==> config.mk <==
export PLATFORM = sky130hd
export DESIGN_NAME = lsu_align_flat
export DESIGN_NICKNAME = d
export VERILOG_FILES = /design/src/rtl/lsu_pkg.sv /design/src/rtl/lsu_align_if.sv /design/src/rtl/lsu_load_ext.sv /design/src/rtl/lsu_align.sv /design/src/flat_wrapper.sv
export SDC_FILE = /design/constraint.sdc
export NUM_CORES = 1
export LEC_CHECK = 0
export ABC_AREA = 1
export CORE_UTILIZATION = 47
export CTS_CLUSTER_DIAMETER = 120
export DETAILED_ROUTE_END_ITERATION = 6
export PLACE_DENSITY = 0.81
export SLEW_MARGIN = 5
export SYNTH_ARGS = -nofsm -noshare
export SYNTH_HDL_FRONTEND = slang
export SYNTH_SLANG_ARGS = --single-unit
==> constraint.sdc <==
create_clock -name clk -period 2 [get_ports clk]
set_input_delay 0.2 -clock clk [delete_from_list [all_inputs] [get_ports clk]]
set_output_delay 0.2 -clock clk [all_outputs]
set_load 0.01 [all_outputs]
==> src/rtl/lsu_pkg.sv <==
// Shared types and lane helpers for the load/store alignment unit.
// LSU_MISALIGN_TRAP_EN adds the ERR state; otherwise misaligned accesses are force-aligned.
package lsu_pkg;

  localparam logic [1:0] SZ_BYTE = 2'b00;
  localparam logic [1:0] SZ_HALF = 2'b01;
  localparam logic [1:0] SZ_WORD = 2'b10;

`ifdef LSU_MISALIGN_TRAP_EN
  typedef enum logic [2:0] {IDLE, RD, CAP, WR, RESP, ERR} state_t;
`else
  typedef enum logic [2:0] {IDLE, RD, CAP, WR, RESP} state_t;
`endif

  // Shifts the addressed lane down to bit 0; upper bits are left for the caller to extend.
  function automatic logic [31:0] lane_extract(input logic [31:0] word,
                                               input logic [1:0]  off,
                                               input logic [1:0]  size);
    logic [31:0] res;
    case (size)
      SZ_BYTE: res = word >> {off, 3'b000};
      SZ_HALF: res = word >> {off[1], 4'b0000};
      default: res = word;
    endcase
    return res;
  endfunction

  function automatic logic [31:0] lane_merge(input logic [31:0] word,
                                             input logic [31:0] data,
                                             input logic [1:0]  off,
                                             input logic [1:0]  size);
    logic [31:0] mask;
    logic [31:0] shifted;
    case (size)
      SZ_BYTE: begin
        mask    = 32'h0000_00FF << {off, 3'b000};
        shifted = {24'h0, data[7:0]} << {off, 3'b000};
      end
      SZ_HALF: begin
        mask    = 32'h0000_FFFF << {off[1], 4'b0000};
        shifted = {16'h0, data[15:0]} << {off[1], 4'b0000};
      end
      default: begin
        mask    = 32'hFFFF_FFFF;
        shifted = data;
      end
    endcase
    return (word & ~mask) | (shifted & mask);
  endfunction

endpackage

==> src/rtl/lsu_align_if.sv <==
// Request/response and data-memory signals of the load/store alignment unit.
// master = datapath plus memory side, slave = lsu_align.
interface lsu_align_if #(parameter int ADDR_W = 32);

  logic              req_valid;
  logic              req_ready;
  logic              req_we;
  logic [1:0]        req_size;
  logic              req_unsigned;
  logic [ADDR_W-1:0] req_addr;
  logic [31:0]       req_wdata;
  logic              resp_valid;
  logic [31:0]       resp_rdata;
  logic              resp_err;
  logic [ADDR_W-1:0] mem_addr;
  logic              mem_re;
  logic              mem_we;
  logic [31:0]       mem_wdata;
  logic [31:0]       mem_rdata;

  modport master (
    output req_valid, req_we, req_size, req_unsigned, req_addr, req_wdata, mem_rdata,
    input  req_ready, resp_valid, resp_rdata, resp_err, mem_addr, mem_re, mem_we, mem_wdata
  );

  modport slave (
    input  req_valid, req_we, req_size, req_unsigned, req_addr, req_wdata, mem_rdata,
    output req_ready, resp_valid, resp_rdata, resp_err, mem_addr, mem_re, mem_we, mem_wdata
  );

endinterface

==> src/rtl/lsu_load_ext.sv <==
// Combinational load path: pick the addressed lane of the fetched word and sign/zero-extend it.
module lsu_load_ext
  import lsu_pkg::*;
(
  input  logic [31:0] word,
  input  logic [1:0]  off,
  input  logic [1:0]  size,
  input  logic        is_unsigned,
  output logic [31:0] data
);

  logic [31:0] lane;

  always_comb begin
    lane = lane_extract(word, off, size);
    case (size)
      SZ_BYTE: data = {{24{~is_unsigned & lane[7]}}, lane[7:0]};
      SZ_HALF: data = {{16{~is_unsigned & lane[15]}}, lane[15:0]};
      default: data = lane;
    endcase
  end

endmodule

==> src/rtl/lsu_align.sv <==
// Load/store alignment unit for a word-wide memory without byte enables (RMW for sub-word stores).
// LSU_MISALIGN_TRAP_EN: misaligned requests report resp_err instead of being force-aligned.
module lsu_align
  import lsu_pkg::*;
#(
  parameter int ADDR_W = 32
) (
  input  logic        clk,
  input  logic        rst_n,
  lsu_align_if.slave  bus
);

  state_t            state, state_d;
  logic              we_q;
  logic [1:0]        size_q;
  logic              uns_q;
  logic [ADDR_W-1:0] addr_q;
  logic [31:0]       word_q;
  logic [31:0]       rdata_q;
  logic [31:0]       ext_data;
  logic [1:0]        sz;
  logic [ADDR_W-1:0] addr_in;

  // Size code 11 behaves exactly like a word access.
  assign sz = (bus.req_size == 2'b11) ? SZ_WORD : bus.req_size;

`ifdef LSU_MISALIGN_TRAP_EN
  logic misaligned;
  assign misaligned = ((sz == SZ_HALF) && bus.req_addr[0]) ||
                      ((sz == SZ_WORD) && (bus.req_addr[1:0] != 2'b00));
  assign addr_in    = bus.req_addr;
`else
  always_comb begin
    addr_in = bus.req_addr;
    if (sz == SZ_HALF) addr_in[0] = 1'b0;
    else if (sz == SZ_WORD) addr_in[1:0] = 2'b00;
  end
`endif

  lsu_load_ext u_ext (
    .word        (bus.mem_rdata),
    .off         (addr_q[1:0]),
    .size        (size_q),
    .is_unsigned (uns_q),
    .data        (ext_data)
  );

  always_comb begin
    state_d = state;
    case (state)
      IDLE: begin
        if (bus.req_valid) begin
`ifdef LSU_MISALIGN_TRAP_EN
          if (misaligned) state_d = ERR;
          else
`endif
          if (bus.req_we && (sz == SZ_WORD)) state_d = WR;
          else state_d = RD;
        end
      end
      RD:      state_d = CAP;
      CAP:     state_d = we_q ? WR : RESP;
      WR:      state_d = RESP;
      RESP:    state_d = IDLE;
`ifdef LSU_MISALIGN_TRAP_EN
      ERR:     state_d = IDLE;
`endif
      default: state_d = IDLE;
    endcase
  end

  // word_q starts as the store data and is replaced by the merged word in CAP.
  always_ff @(posedge clk or negedge rst_n) begin
    if (!rst_n) begin
      state   <= IDLE;
      we_q    <= 1'b0;
      size_q  <= SZ_BYTE;
      uns_q   <= 1'b0;
      addr_q  <= '0;
      word_q  <= '0;
      rdata_q <= '0;
    end else begin
      state <= state_d;
      case (state)
        IDLE: begin
          if (bus.req_valid) begin
            we_q    <= bus.req_we;
            size_q  <= sz;
            uns_q   <= bus.req_unsigned;
            addr_q  <= addr_in;
            word_q  <= bus.req_wdata;
            rdata_q <= '0;
          end
        end
        CAP: begin
          if (we_q) word_q  <= lane_merge(bus.mem_rdata, word_q, addr_q[1:0], size_q);
          else      rdata_q <= ext_data;
        end
        default: ;
      endcase
    end
  end

  assign bus.req_ready  = (state == IDLE);
  assign bus.mem_re     = (state == RD);
  assign bus.mem_we     = (state == WR);
  assign bus.mem_addr   = ((state == RD) || (state == WR)) ? {addr_q[ADDR_W-1:2], 2'b00} : '0;
  assign bus.mem_wdata  = (state == WR) ? word_q : '0;
  assign bus.resp_rdata = (state == RESP) ? rdata_q : '0;

`ifdef LSU_MISALIGN_TRAP_EN
  assign bus.resp_valid = (state == RESP) || (state == ERR);
  assign bus.resp_err   = (state == ERR);
`else
  assign bus.resp_valid = (state == RESP);
  assign bus.resp_err   = 1'b0;
`endif

endmodule
==> src/flat_wrapper.sv <==
// flat-port wrapper written by rule: the top's interface ports become plain ports
module lsu_align_flat import lsu_pkg::*;
#(
  parameter int ADDR_W = 32
)
  (clk, rst_n, bus_req_valid, bus_req_we, bus_req_size, bus_req_unsigned, bus_req_addr, bus_req_wdata, bus_mem_rdata, bus_req_ready, bus_resp_valid, bus_resp_rdata, bus_resp_err, bus_mem_addr, bus_mem_re, bus_mem_we, bus_mem_wdata);
  lsu_align_if #(.ADDR_W(ADDR_W)) bus_i ();
  input  logic clk;
  input  logic rst_n;
  input wire logic [$bits(bus_i.req_valid)-1:0] bus_req_valid;
  input wire logic [$bits(bus_i.req_we)-1:0] bus_req_we;
  input wire logic [$bits(bus_i.req_size)-1:0] bus_req_size;
  input wire logic [$bits(bus_i.req_unsigned)-1:0] bus_req_unsigned;
  input wire logic [$bits(bus_i.req_addr)-1:0] bus_req_addr;
  input wire logic [$bits(bus_i.req_wdata)-1:0] bus_req_wdata;
  input wire logic [$bits(bus_i.mem_rdata)-1:0] bus_mem_rdata;
  output wire logic [$bits(bus_i.req_ready)-1:0] bus_req_ready;
  output wire logic [$bits(bus_i.resp_valid)-1:0] bus_resp_valid;
  output wire logic [$bits(bus_i.resp_rdata)-1:0] bus_resp_rdata;
  output wire logic [$bits(bus_i.resp_err)-1:0] bus_resp_err;
  output wire logic [$bits(bus_i.mem_addr)-1:0] bus_mem_addr;
  output wire logic [$bits(bus_i.mem_re)-1:0] bus_mem_re;
  output wire logic [$bits(bus_i.mem_we)-1:0] bus_mem_we;
  output wire logic [$bits(bus_i.mem_wdata)-1:0] bus_mem_wdata;
  assign bus_i.req_valid = bus_req_valid;
  assign bus_i.req_we = bus_req_we;
  assign bus_i.req_size = bus_req_size;
  assign bus_i.req_unsigned = bus_req_unsigned;
  assign bus_i.req_addr = bus_req_addr;
  assign bus_i.req_wdata = bus_req_wdata;
  assign bus_i.mem_rdata = bus_mem_rdata;
  assign bus_req_ready = bus_i.req_ready;
  assign bus_resp_valid = bus_i.resp_valid;
  assign bus_resp_rdata = bus_i.resp_rdata;
  assign bus_resp_err = bus_i.resp_err;
  assign bus_mem_addr = bus_i.mem_addr;
  assign bus_mem_re = bus_i.mem_re;
  assign bus_mem_we = bus_i.mem_we;
  assign bus_mem_wdata = bus_i.mem_wdata;
  lsu_align #(.ADDR_W(ADDR_W)) u_core (.clk(clk), .rst_n(rst_n), .bus(bus_i));
endmodule
After elaboration in Yosys (flattened, before gate mapping)
Index checks and enable logic that the tools add are counted.

storage, ports and cells
  register bits = 103
  input bits = 103
  output and inout port bits = 101
  logic and storage cells = 64

operators by class
  eq/ne operators = 11
  shifts and indexed selects = 6
  multiplexer cells = 25
  bitwise logic cells = 7
  reduce and logical (&&, ||, !) cells = 8

operator list
  operator               count
  $pmux 32 s2            6
  $mux 32                11
  $and 32x32->32         2
  $shr 32x5->32          2
  $not 32->32            1
  $or 32x32->32          1
  $shl 16x5->32          1
  $shl 16x5->32 const A  1
  $shl 8x5->32           1
  $shl 8x5->32 const A   1
  $pmux 3 s4             1
  $eq 3x2->1 const B     2
  $mux 2                 3
  $mux 3                 2
  $reduce_and 3->1       2
  $eq 2x1->1 const B     2
  $eq 2x2->1 const B     2
  $ne 2x2->1 const B     2
  $eq 3x1->1 const B     1
  $eq 3x3->1 const B     1
  $logic_not 3->1        1
  $and 1x1->1            2
  $logic_not 2->1        1
  $mux 1                 2
  6 further kinds        6

Depth between registers and ports, before layout
  depth after elaboration = 9
  gate-level depth with buffers = 13
  depth with buffers taken out = 11

Cells and area by module
Synthesis repeated with hierarchy kept, for this count alone.

unflattened totals
  cells, all modules = 1111
  area, all modules = 6887.9 sq um

by module, submodules not included
  module        instances  cells an instance  area each (sq um)  seq. area each (sq um)
  lsu_align     1          924                5974.5             2577.5
  lsu_load_ext  1          187                913.4              0.0

Least setup slack after synthesis
OpenSTA, ideal clock, no wires.

  path kind = reg-to-reg
  from = register u_core.state[0]
  to = register u_core.addr_q[1]
  setup time = 133 ps
  arrival time = 1422 ps
  required time = 1867 ps
  path slack = 445 ps
  stages on the path, launching flop included = 9
  buffers on the path = 2
  clock period less this slack = 1555 ps
  cells stage by stage = dfrtp_1 -> nor2_1 -> inv_2 -> nor2_1 -> nand2_1 -> inv_1 -> buf_4 -> buf_2 -> o21ai_0

on the way
  cells in the longest elaborated chain, start to end = 2

RTL lines
  what                               RTL line            text
  start: declaration                 lsu_align.sv:13     state_t state, state_d;
  start signal: assignment           lsu_align.sv:83     state <= state_d;
  $logic_not 3->1                    n/a
  named net bus_req_ready            flat_wrapper.sv:17  output wire logic [$bits(bus_i.req_ready)-1:0] bus_req_ready;
  $reduce_and 2->1 (no source line)  n/a
  end signal: assignment             lsu_align.sv:90     addr_q <= addr_in;
  end: declaration                   lsu_align.sv:17     logic [ADDR_W-1:0] addr_q;

The timed path passes the listed nets, and every way through them passes these cells.
A chain may end at the register's enable or synchronous reset.

Final worst setup path
  from = register u_core.state[0]
  to = output bus_mem_wdata[21]

on the way
  cells in the longest elaborated chain, start to end = 2

RTL lines
  what              RTL line            text
  $eq 3x2->1        lsu_align.sv:108    assign bus.mem_wdata = (state == WR) ? word_q : '0;
  $mux 32           lsu_align.sv:108
  end: declaration  flat_wrapper.sv:24  output wire logic [$bits(bus_i.mem_wdata)-1:0] bus_mem_wdata;

Every way passes these cells.

==> reports/metrics.csv <==
stage,metric,value,unit
worst_setup_path,reg2reg path depth,8,
drt,routed wire length,19.5,mm
die,Core ar.,12800,µm²
grt,initial antenna violation count,0,
run,Max-cap violations,0,
clocking,Clock Sinks,103,
worst_hold_path,HP Class,input port to register,
power,leakage power,4.91,nW
clocking,clock root cell,clkbuf_16,
place,GPL Wtd Cong,0.912,
grt,global-route wire length before repair,31.5,mm
synthesis,Syn. warnings,0,
die,die area,13800,µm²
synthesis,Synth Area per Inst,6.80,µm²
place,dpl ws,0.123,ns
worst_setup_path,Critical Path Start,u_core.state[0],
synthesis,largest cells by area after synthesis,"dfrtp_1 (41%), nand2_1 (14%), nor2_1 (8.4%)",
drt,DRC marker count from the first detailed-route iteration,456,
synthesis,Mapped Cells,924,
worst_setup_path,CP Capture Type,primary output,
worst_setup_path,critical path class,register to primary output,
status,status,"finished, final reports clean",
synthesis,number of distinct library cells after synthesis,32,
worst_setup_path,CP Cell Sequence,inv_1 -> nor2_1 -> inv_1 -> nor2_2 -> inv_1 -> buf_12 -> nor2_1 -> dlygate4sd2_1,
worst_setup_path,Worst EP required,1.80,ns
place,port buffer count,200,
worst_hold_path,WHS Endpoint,u_core.addr_q[20],
synthesis,Synth Register Bits,103,
timing,final setup fails,0,
worst_setup_path,crit-path leading delay family,buffers and inverters,
timing,fin worst setup slack,0.0845,ns
timing,f_max,522,MHz
drt,Remaining DRCs,0,
cells_and_area,"most common cell after layout, fill and taps aside",nand2_1,
power,Design Power,0.0113,W
worst_hold_path,Hold Path Origin,bus_req_addr[20],
drt,DRT Pass-1 Iters,5,
worst_setup_path,CP max stage cell,dfrtp_1,
power,Power per Cell Area,1280,nW/µm²
timing,"Period Utilization, post-route",0.958,
worst_setup_path,internal reg-to-reg setup slack,0.21,ns
synthesis,sequential element share of the synthesized area,0.410,
synthesis,cell taking the most area after synthesis,dfrtp_1,
drt,Detail Route Antenna Nets,0,
clocking,Num CTS Buffers,9,
synthesis,post-synth top area share,0.410,
clocking,Longest Clk Path Bufs,2,
drt,DR vias,6567,
cells_and_area,ant diodes,0,
drt,WL per Instance,15.1,µm
grt,GRT Util Overall,0.287,
timing,Worst-Margin Slew,0.628,ns
worst_setup_path,Crit path arrival time,1.72,ns
worst_setup_path,critical path peak fanout,33,
timing,fin crit period,1.92,ns
clocking,H-Tree Depth,3,
cells_and_area,# nets final,1221,
grt,total grt overflow,0,
timing,Final Hold Vio Count,0,
timing,Setup TNS Final,0,ns
worst_setup_path,Most common cell on crit path,inv_1,
die,IO Pins,204,
power,Peak VDD IR,0.760,mV
worst_setup_path,Critical R2R Launch,u_core.state[2],
worst_setup_path,Worst Setup Start Kind,register,
grt,pin count of the biggest net entering global routing,57,
die,row count,41,
synthesis,cell area after synthesis,6280,µm²
worst_setup_path,CP Buf/Inv Count,5,
place,Final HPWL DP,14.5,mm
drt,Via density,5.07,
grt,vias in the first global route,6200,
timing,Rel. slew slack,0.582,
cells_and_area,most frequent cells in the layout,"nand2_1 (235), inv_1 (137), nor2_1 (136)",
timing,Worst Skew,0.00653,ns
clocking,CTS tree,yes,
cells_and_area,layout cells sized above 1,0.0890,
clocking,clock slew at reported path FFs,0.07,ns
clocking,clock latency at the later pin of the worst-skew pair,0.36,ns
worst_hold_path,WHS Path Cells,3,
die,Die W,118,µm
die,Die H,118,µm
cells_and_area,Layout area overhead,40.7,%
worst_setup_path,max incr delay on CP,0.37,ns
die,Starting Density,0.490,
timing,Slew Limit Fails,0,
## worst max path at each step
stage                                    to  slack (ns)  cells after the start
after floorplan            u_core.addr_q[1]        0.44                      8
after global placement           bus_mem_re        0.21                      6
after detailed placement  bus_resp_rdata[4]        0.12                      7
after CTS                  bus_mem_addr[30]      0.0006                      6
after global routing       bus_mem_wdata[8]       -0.03                      8
final                     bus_mem_wdata[21]        0.08                      8
## tightest hold or removal path: stages
cell	delay, ns
clkdlybuf4s50_1	0.39
nand2_1	0.06
o21ai_0	0.06
## synthesized netlist by cell type (all sizes together)
library cell / number
o31ai: 1
nor4: 1
o21ai: 81
nor3: 1
dfrtp: 103
nand2: 242
nor2: 145
buf: 29
o2111ai: 7
conb: 1
clkbuf: 22
a22oi: 16
nand3b: 1
or2: 24
a21oi: 22
nand3: 84
inv: 144
## power breakdown
group	internal, W	switching, W	total (W)
registers	0.00296	0.000462	0.00343
clock network	0.00101	0.000810	0.00182
logic	0.00230	0.00375	0.00605
## routing by layer
layer / GRT usage / wire, µm / vias up
met4: 0.108 / 412 / 0
met5: 0 / 0 / -
met1: 0.370 / 8000 / 3008
met3: 0.0751 / 1780 / 32
li1: - / - / 3228
met2: 0.461 / 9340 / 299
## layout make-up
cell class | count | area, µm²
clock inverters | 5 | 57.6
fillers | 1138 | 3980
clock buffers | 11 | 243
repair buffers | 232 | 2300
inverters | 144 | 551
multi-input cells | 628 | 2900
well taps | 172 | 215
flip-flops and latches | 103 | 2580
## what timing repair did
item	CTS	global route
gates cloned	0	0
buffers inserted	1	0
endpoints found under the setup margin	96	82
resized for setup	71	35
hold endpoints to repair	44	0
hold buffers	1	0
## cells by family after synthesis
family | after synthesis | synth area share
simple gates | 498 | 0.342
buf+inv | 195 | 0.132
compound gates | 127 | 0.115
flops | 103 | 0.410
other cells | 1 | 0.000597
## through the flow
stage | area, µm² | instances | hold slack, ns | utilization
6_report | 8840 | 1295 | 0.403 | 0.690
5_1_grt | 8840 | 1295 | 0.414 | 0.690
4_1_cts | 8770 | 1295 | 0.394 | 0.684
3_5_place_dp | 8530 | 1277 | 0.259 | 0.665
3_3_place_gp | 8530 | 1277 | 0.256 | 0.665
2_1_floorplan | 6290 | 926 | -0.0956 | -
(Power assumes the default switching activity.)
